===== config.mk =====
export PLATFORM = sky130hd
export DESIGN_NAME = mmc1_serial_writer
export DESIGN_NICKNAME = d
export VERILOG_FILES = /design/src/rtl/mmc1_serial_writer_pkg.sv /design/src/rtl/mmc1_serial_writer_cpu_frame_detect.sv /design/src/rtl/mmc1_serial_writer.sv
export SDC_FILE = /design/constraint.sdc
export NUM_CORES = 1
export LEC_CHECK = 0
export ABC_AREA = 1
export CAP_MARGIN = 20
export CELL_PAD_IN_SITES_DETAIL_PLACEMENT = 0
export CELL_PAD_IN_SITES_GLOBAL_PLACEMENT = 1
export CORE_MARGIN = 4
export CORE_UTILIZATION = 35
export CTS_BUF_LIST = sky130_fd_sc_hd__clkbuf_8
export DETAILED_ROUTE_END_ITERATION = 10
export PLACE_DENSITY_LB_ADDON = 0.1
export SYNTH_ARGS = -nofsm -noshare
export SYNTH_HDL_FRONTEND = slang
export SYNTH_HIERARCHICAL = 1
export SYNTH_SLANG_ARGS = --single-unit

===== constraint.sdc =====
create_clock -name cart_clk_in -period 2.1 [get_ports cart_clk_in]
set_clock_uncertainty 0.1 [all_clocks]
set_input_delay 0.525 -clock cart_clk_in [delete_from_list [all_inputs] [get_ports cart_clk_in]]
set_output_delay 0.525 -clock cart_clk_in [all_outputs]
set_load 0.01 [all_outputs]

===== src/rtl/mmc1_serial_writer_pkg.sv =====
// rtl/mmc1_serial_writer_pkg.sv - shared types and constants for the MMC1 serial writer
package mmc1_serial_writer_pkg;

    typedef enum logic [1:0] {
        ST_IDLE,
        ST_ARM,
        ST_WR_HIGH,
        ST_WR_GAP
    } state_e;

    localparam logic [1:0] REG_CONTROL = 2'd0;
    localparam logic [1:0] REG_CHR0    = 2'd1;
    localparam logic [1:0] REG_CHR1    = 2'd2;
    localparam logic [1:0] REG_PRG     = 2'd3;

    localparam logic [15:0] LOAD_BASE        = 16'h8000;
    localparam logic [15:0] REG_STRIDE       = 16'h2000;
    localparam logic [7:0]  SHIFT_RESET_DATA = 8'h80;
    localparam int          LOAD_BITS        = 5;
    localparam logic [2:0]  LAST_BIT_IDX     = 3'(LOAD_BITS - 1);

    function automatic logic [15:0] load_address(input logic [1:0] reg_idx);
        return LOAD_BASE + REG_STRIDE * {14'd0, reg_idx};
    endfunction

    function automatic logic [7:0] load_data(input logic [4:0] value, input logic [2:0] idx);
        return {7'd0, value[idx]};
    endfunction

endpackage


===== src/rtl/mmc1_serial_writer_cpu_frame_detect.sv =====
// rtl/mmc1_serial_writer_cpu_frame_detect.sv - rising-edge detector for the sampled CPU clock level
module cpu_frame_detect (
    input  logic clk_i,
    input  logic rst_i,
    input  logic cpu_clk_i,
    output logic cpu_frame_o
);

    logic cpu_clk_last_q;

    always_ff @(posedge clk_i) begin
        if (rst_i) begin
            cpu_clk_last_q <= 1'b0;
        end else begin
            cpu_clk_last_q <= cpu_clk_i;
        end
    end

    assign cpu_frame_o = ~cpu_clk_last_q & cpu_clk_i;

endmodule


===== src/rtl/mmc1_serial_writer.sv =====
// rtl/mmc1_serial_writer.sv - serialises 5-bit MMC1 register loads into CPU-bus write strobes
module mmc1_serial_writer
    import mmc1_serial_writer_pkg::*;
(
    input  logic        cart_clk_in,
    input  logic        reset_in,
    input  logic        cpu_clk_in,
    input  logic        req_valid_in,
    output logic        req_ready_out,
    input  logic [1:0]  req_reg_in,
    input  logic [4:0]  req_data_in,
    input  logic        req_reset_in,
    output logic        prg_write_out,
    output logic [15:0] prg_address_out,
    output logic [7:0]  prg_data_out,
    output logic        done_out
);

    state_e      state_q, state_d;
    logic [2:0]  bit_idx_q, bit_idx_d;
    logic [1:0]  reg_q, reg_d;
    logic [4:0]  data_q, data_d;
    logic        rst_req_q, rst_req_d;
    logic        write_q, write_d;
    logic [15:0] addr_q, addr_d;
    logic [7:0]  wdata_q, wdata_d;
    logic        done_q, done_d;
    logic        cpu_frame;

    cpu_frame_detect u_frame (
        .clk_i       (cart_clk_in),
        .rst_i       (reset_in),
        .cpu_clk_i   (cpu_clk_in),
        .cpu_frame_o (cpu_frame)
    );

    always_ff @(posedge cart_clk_in) begin
        if (reset_in) begin
            state_q   <= ST_IDLE;
            bit_idx_q <= 3'd0;
            reg_q     <= 2'd0;
            data_q    <= 5'd0;
            rst_req_q <= 1'b0;
            write_q   <= 1'b0;
            addr_q    <= 16'h0000;
            wdata_q   <= 8'h00;
            done_q    <= 1'b0;
        end else begin
            state_q   <= state_d;
            bit_idx_q <= bit_idx_d;
            reg_q     <= reg_d;
            data_q    <= data_d;
            rst_req_q <= rst_req_d;
            write_q   <= write_d;
            addr_q    <= addr_d;
            wdata_q   <= wdata_d;
            done_q    <= done_d;
        end
    end

    // Outputs are registered, so every strobe edge lands one cart_clk after its cpu_frame.
    always_comb begin
        state_d   = state_q;
        bit_idx_d = bit_idx_q;
        reg_d     = reg_q;
        data_d    = data_q;
        rst_req_d = rst_req_q;
        write_d   = write_q;
        addr_d    = addr_q;
        wdata_d   = wdata_q;
        done_d    = 1'b0;

        case (state_q)
            ST_IDLE: begin
                if (req_valid_in) begin
                    reg_d     = req_reg_in;
                    data_d    = req_data_in;
                    rst_req_d = req_reset_in;
                    bit_idx_d = 3'd0;
                    state_d   = ST_ARM;
                end
            end
            ST_ARM: begin
                if (cpu_frame) begin
                    write_d = 1'b1;
                    if (rst_req_q) begin
                        addr_d  = LOAD_BASE;
                        wdata_d = SHIFT_RESET_DATA;
                    end else begin
                        addr_d  = load_address(reg_q);
                        wdata_d = load_data(data_q, bit_idx_q);
                    end
                    state_d = ST_WR_HIGH;
                end
            end
            ST_WR_HIGH: begin
                if (cpu_frame) begin
                    write_d = 1'b0;
                    if (rst_req_q || bit_idx_q == LAST_BIT_IDX) begin
                        done_d  = 1'b1;
                        addr_d  = 16'h0000;
                        wdata_d = 8'h00;
                        state_d = ST_IDLE;
                    end else begin
                        state_d = ST_WR_GAP;
                    end
                end
            end
            ST_WR_GAP: begin
                if (cpu_frame) begin
                    bit_idx_d = bit_idx_q + 3'd1;
                    write_d   = 1'b1;
                    wdata_d   = load_data(data_q, bit_idx_q + 3'd1);
                    state_d   = ST_WR_HIGH;
                end
            end
            default: begin
                state_d = ST_IDLE;
            end
        endcase
    end

    assign req_ready_out   = (state_q == ST_IDLE);
    assign prg_write_out   = write_q;
    assign prg_address_out = addr_q;
    assign prg_data_out    = wdata_q;
    assign done_out        = done_q;

endmodule


==> metrics, run 1 <==
outcome finished, final reports clean; Placed Cells ~230; post-route cell area ~0.0014 sq mm; Final Hold Fails 0; unrepaired setup endpoints after global routing no; P&R area growth vs syn 19.3%; flip-flop and latch area roughly 420 sq um; WHS Endpoint prg_data_out[7]; DRC 0; Yosys top cell by area dfxtp_1; filler cell count ~340; CTS Hold Bufs 0; hold depth 2; CTS H-tree lvls 1; Slew Limit Fails 0; die width 65.2 um; CP Max Fanout 5; Antenna Cells 0; largest net degree at the start of global routing 16; Final Cycle Share 0.936; Util after Layout 0.443; f_max a little over 500 MHz; FF+latch count, synth 21; max cap viols 0; Synth Warn # 6; Synth Area in Compound Gates 0.120; Req. time, crit path 1470 ps; mapped cell area 0.00114 sq mm; Worst Path Buf+Inv 1; Worst-path clk slew ~70 ps; Core Rows 20; clk sinks 21; DP Worst Slack ~110 ps; R2R cell count 8; synth top area cells dfxtp_1 37%, buf_4 12%, nand2_1 11%; hold crit path type flip-flop to flip-flop; Worst R2R Setup Slack between 500 and 600 ps; I/O pin cnt 39; antenna violations before repair 0; Synth Area per Inst 7.02 sq um; die height roughly 65 um; total power a little under 0.9 mW; Setup crit end kind primary output; Pwr per Cell Area ~640 mW/mm^2; Worst R2R Start bit_idx_q[1]; layout cells sized above 1 0.0860; Root Driver clkbuf_8; top sig layer met4; DP Area approximately 0.0013 sq mm; vias in the first global route 903; CTS max path bufs 2; slowest CP cell clkdlybuf4s50_1; latest clock arrival within the worst-skew pair 260 ps; CTS buffer count 3; first-pass GRT wire length 4.12 mm; setup TNS 0 ps; leakage ~0.60 nW; final WL ~2.3 mm; Peak VDD IR ~0.28 mV; WL met1 1.18 mm; Final ANT Viol Nets 0; Yosys top cell area share 0.368; CTS tree built; Multi-input gate area roughly 540 sq um; post-synthesis adder-cell area fraction 0.0219; CP peak stage delay between 500 and 600 ps; Avg WL per Cell ~10 um; Non-Filler Instances 230; IO Port Bufs 19; Final Wtd Congestion approximately 0.80; initial drt markers 39; synth unique cells 22; met3 wire len about 150 um; arrival time worst endpoint between 1000 and 1500 ps; Worst Min Path Start prg_data_out[7]; GRT Total Usage 0.124; Initial Util 0.372; Final nets 201; Initial DRT Pass Iterations 4; largest family of logic cells by synthesized area simple AND/OR/NAND/NOR gates; mean number of vias per cell approximately 4.2; DR WL met2 slightly below 1 mm; full die area about 0.0042 sq mm; Setup WS post-layout approximately 130 ps; worst r2r dst prg_data_out[0]; xor and xnor area share after synthesis 0; sequential share of the synthesized area 0.368; DP HPWL approximately 1.9 mm; critical path's top delay family buffers and inverters; vias after detailed routing 973; CP Class flip-flop to primary output; final setup violating endpoints 0; simple-gate share of the synthesized area 0.266; multiplexer area fraction after synthesis 0; worst hold margin around 360 ps; Core Area between 0.003 and 0.004 sq mm; total grt overflow 0; critical path cell sequence nor2_4 -> clkdlybuf4s50_1; minimum clock period just under 2000 ps; Syn Inst Count 163; CP Launch Type flip-flop
how the worst max path moves through the flow:
stage	slack, ps	cells past startpoint	startpoint	endpoint
finish	130	2	state_q[0]	req_ready_out
global route	50	2	state_q[0]	req_ready_out
CTS	60	2	state_q[1]	req_ready_out
detailed placement	110	10	cpu_clk_in	prg_data_out[0]
global placement	130	10	cpu_clk_in	prg_data_out[0]
floorplan	620	9	cpu_clk_in	prg_data_out[0]
cells by family after synthesis:
logic type | Yosys count
other | 1
flip-flops | 21
adder cells (fa/ha/maj) | 2
buffers and inverters | 44
AO/OA/AOI/OAI | 27
AND/OR/NAND/NOR | 68
cell usage in the layout, fill, tap and decap left out, drive strengths merged:
| cell type | synthesis | layout |
|---|---|---|
| nand2 | 37 | 37 |
| inv | 20 | 21 |
| dfxtp | 21 | 21 |
| conb | 1 | 19 |
| clkdlybuf4s50 | 0 | 19 |
| nor2 | 18 | 18 |
| a21oi | 16 | 16 |
| nand3 | 11 | 11 |
| o21ai | 10 | 10 |
| buf | 21 | 4 |
| clkbuf | 1 | 3 |
| nand4 | 2 | 2 |
| ha | 2 | 2 |
| clkinv | 2 | 2 |
| a211oi | 1 | 1 |
cell usage after synthesis:
master / instances
nand2_4: 1
dfxtp_1: 21
nand2_2: 2
a21oi_1: 16
inv_2: 1
clkinv_1: 1
o21ai_0: 5
buf_6: 2
nand3_1: 11
ha_1: 2
buf_4: 19
nor2_2: 1
nand4_1: 2
clkbuf_1: 1
clkinv_2: 1
o21ai_1: 5
nor2_1: 15
inv_1: 19
a211oi_1: 1
nand2_1: 34
nor2_4: 2
conb_1: 1
area by class of cell:
class / instances / area share
Clock inverter: 1 / 0.00275
Multi-Input combinational cell: 116 / 0.394
Sequential cell: 21 / 0.309
Inverter: 22 / 0.0615
Clock buffer: 3 / 0.0303
Tap cell: 44 / 0.0404
Timing Repair Buffer: 23 / 0.161
layer usage:
| metal | GRT usage | up-vias |
|---|---|---|
| met5 | 0 | - |
| met1 | 0.169 | 417 |
| met3 | 0.0308 | 5 |
| li1 | - | 519 |
| met4 | 0.0466 | 0 |
| met2 | 0.187 | 32 |
report_power, final:
part           internal, mW  switching [mW]
registers             0.424          0.0187
logic                0.0693          0.0946
clock network         0.130           0.131
total                 0.624           0.245
sequential cells by signal, summed over array words and instances, names as in the netlist:
signal	count
prg_address_out	3
data_q	5
reg_q	2
done_out	1
bit_idx_q	3
rst_req_q	1
state_q	2
u_frame/cpu_clk_last_q	1
prg_data_out	2
prg_write_out	1
what timing repair did:
action	4_1_cts	5_1_grt
gates resized for setup	0	1
setup endpoints to repair	0	1
hold endpoints to repair	0	0
buffers inserted	0	1
tightest hold or removal path, cell delays in order, from the launching register on:
cell and delay, ps:
dfxtp_1 310, nand2_1 60, a21oi_1 50
No activity file was read; power rests on OpenSTA's default activity.
==> run 2, diff against run 1 <==
--- a/config.mk
+++ b/config.mk
@@ -10,8 +10,7 @@
 export CELL_PAD_IN_SITES_DETAIL_PLACEMENT = 0
 export CELL_PAD_IN_SITES_GLOBAL_PLACEMENT = 1
 export CORE_MARGIN = 4
-export CORE_UTILIZATION = 35
-export CTS_BUF_LIST = sky130_fd_sc_hd__clkbuf_8
+export CORE_UTILIZATION = 33
 export DETAILED_ROUTE_END_ITERATION = 10
 export PLACE_DENSITY_LB_ADDON = 0.1
 export SYNTH_ARGS = -nofsm -noshare
==> constraint.sdc (replaced) <==
create_clock -name cart_clk_in -period 2.55 [get_ports cart_clk_in]
set_clock_uncertainty 0.1 [all_clocks]
set_input_delay 0.6375 -clock cart_clk_in [delete_from_list [all_inputs] [get_ports cart_clk_in]]
set_output_delay 0.6375 -clock cart_clk_in [all_outputs]
set_load 0.01 [all_outputs]
==> metrics, run 2 (synthesis gave the netlist of run 1 again) <==
outcome finished, final reports clean; Core Rows 21 (+5.0%); full die area 0.00447 sq mm (+5.3%); total grt overflow 0 (unchanged); arrival time worst endpoint 1470 ps (+130 ps); Non-Filler Instances 229 (-0.43%); DP Worst Slack 333 ps (+220 ps); die width 66.9 um (+2.6%); post-CTS setup buffers 0 (unchanged); largest net degree at the start of global routing 16 (unchanged); clk sinks 21 (unchanged); post-CTS sizing 0 (unchanged); final WL 2.37 mm (+1.7%); vias in the first global route 905 (+0.22%); initial drt markers 25 (-36%); commonest non-fill, non-tap cell in the layout nand2_1; Final nets 198 (-1.5%); GRT Total Usage 0.115 (-0.00876); CTS max path bufs 2 (unchanged); Placed Cells 225 (unchanged); antenna violations before repair 0 (unchanged); Final Hold Fails 0 (unchanged); layout cells sized above 1 0.0710 (-0.0150); Util after Layout 0.397 (-0.0460); Avg WL per Cell 10.3 um (+2.1%); CP Class flip-flop to primary output; hold crit path type flip-flop to flip-flop; Setup crit end kind primary output; Final Cycle Share 0.864; Final Wtd Congestion 0.775 (-2.6%); CP peak stage delay 570 ps (about the same); Initial DRT Pass Iterations 4 (unchanged); Core Area 0.00334 sq mm (+8.4%); most frequent cells in the layout 34 x nand2_1, 21 x dfxtp_1, 19 x inv_1, 19 x conb_1, 19 x clkdlybuf4s50_1; critical path cell sequence nor2_4 -> clkdlybuf4s50_1; CP Max Fanout 6 (+1); Final ANT Viol Nets 0 (unchanged); IO Port Bufs 19 (unchanged); max reg flops 5 (unchanged); Pwr per Cell Area 498 mW/mm^2 (-22%); DP HPWL 1.90 mm (+2.4%); CTS Hold Bufs 0 (unchanged); Slew Limit Fails 0 (unchanged); CTS buffer count 3 (unchanged); Antenna Cells 0 (unchanged); I/O pin cnt 39 (unchanged); max cap viols 0 (unchanged); CTS tree built; latest clock arrival within the worst-skew pair 300 ps (+40 ps); unrepaired setup endpoints after global routing no; final setup violating endpoints 0 (unchanged); Worst-path clk slew 120 ps (+50 ps); CP Launch Type flip-flop; first-pass GRT wire length 3.95 mm (-4.2%); setup TNS 0 ps (unchanged); die height 66.9 um (+2.6%); Setup WS post-layout 346 ps (+212 ps); Root Driver clkbuf_4; DRC 0 (unchanged); vias after detailed routing 987 (+1.4%); total power 0.660 mW (-24%); Peak VDD IR 0.187 mV (-33%); mean number of vias per cell 4.31 (+1.9%); minimum clock period approximately 2200 ps; largest register by flop count data_q; slowest CP cell clkdlybuf4s50_1; P&R area growth vs syn 15.9%; Initial Util 0.343 (-0.0288); f_max between 400 and 500 MHz; CTS H-tree lvls 1 (unchanged); leakage 0.575 nW (-4.1%); Req. time, crit path 1810 ps (+340 ps)
## run 2: path summary, 6_finish.rpt
path,slack [ps],depth (start not counted),from,end
setup / recovery,350,2,state_q[1],req_ready_out
setup reg to reg,810,8,bit_idx_q[0],prg_data_out[0]
hold reg to reg,370,2,prg_write_out,prg_write_out
hold / removal,370,2,prg_write_out,prg_write_out
## run 2: per-layer routing
layer | wire length [um] | vias to the layer above | GRT usage
met4 | 23 | 0 | 0.0532
met3 | 147 | 2 | 0.0202
met2 | 1060 | 27 | 0.184
li1 | - | 523 | -
met1 | 1140 | 435 | 0.148
met5 | 0 | - | 0
## run 2: metrics by stage
stage | instance area (sq um) | hold WS [ps]
final | 1330 | 368
after global routing | 1330 | 394
after CTS | 1330 | 373
after detailed placement | 1300 | 354
after global placement | 1300 | 351
after floorplan | 1210 | 343
## run 2: final cells by class
cell class | instances | area (sq um)
well taps | 46 | 57.6
fillers | 369 | 2010
clock inverters | 1 | 5.00
flip-flops and latches | 21 | 420
clock buffers | 3 | 22.5
repair buffers | 20 | 198
inverters | 22 | 83.8
multi-input cells | 116 | 538
## run 2: critical path: cells and delay by family (launching register included)
family                 cells  cell delay [ps]
flip-flops                 1              410
buffers and inverters      1              570
AND/OR/NAND/NOR            1              180
## run 2: where the power goes
part / total [mW] / switching [mW] / internal [mW]
sequential: 0.365 / 0.0155 / 0.349
clock: 0.165 / 0.106 / 0.0585
combinational: 0.131 / 0.0774 / 0.0531
total: 0.660 / 0.199 / 0.461
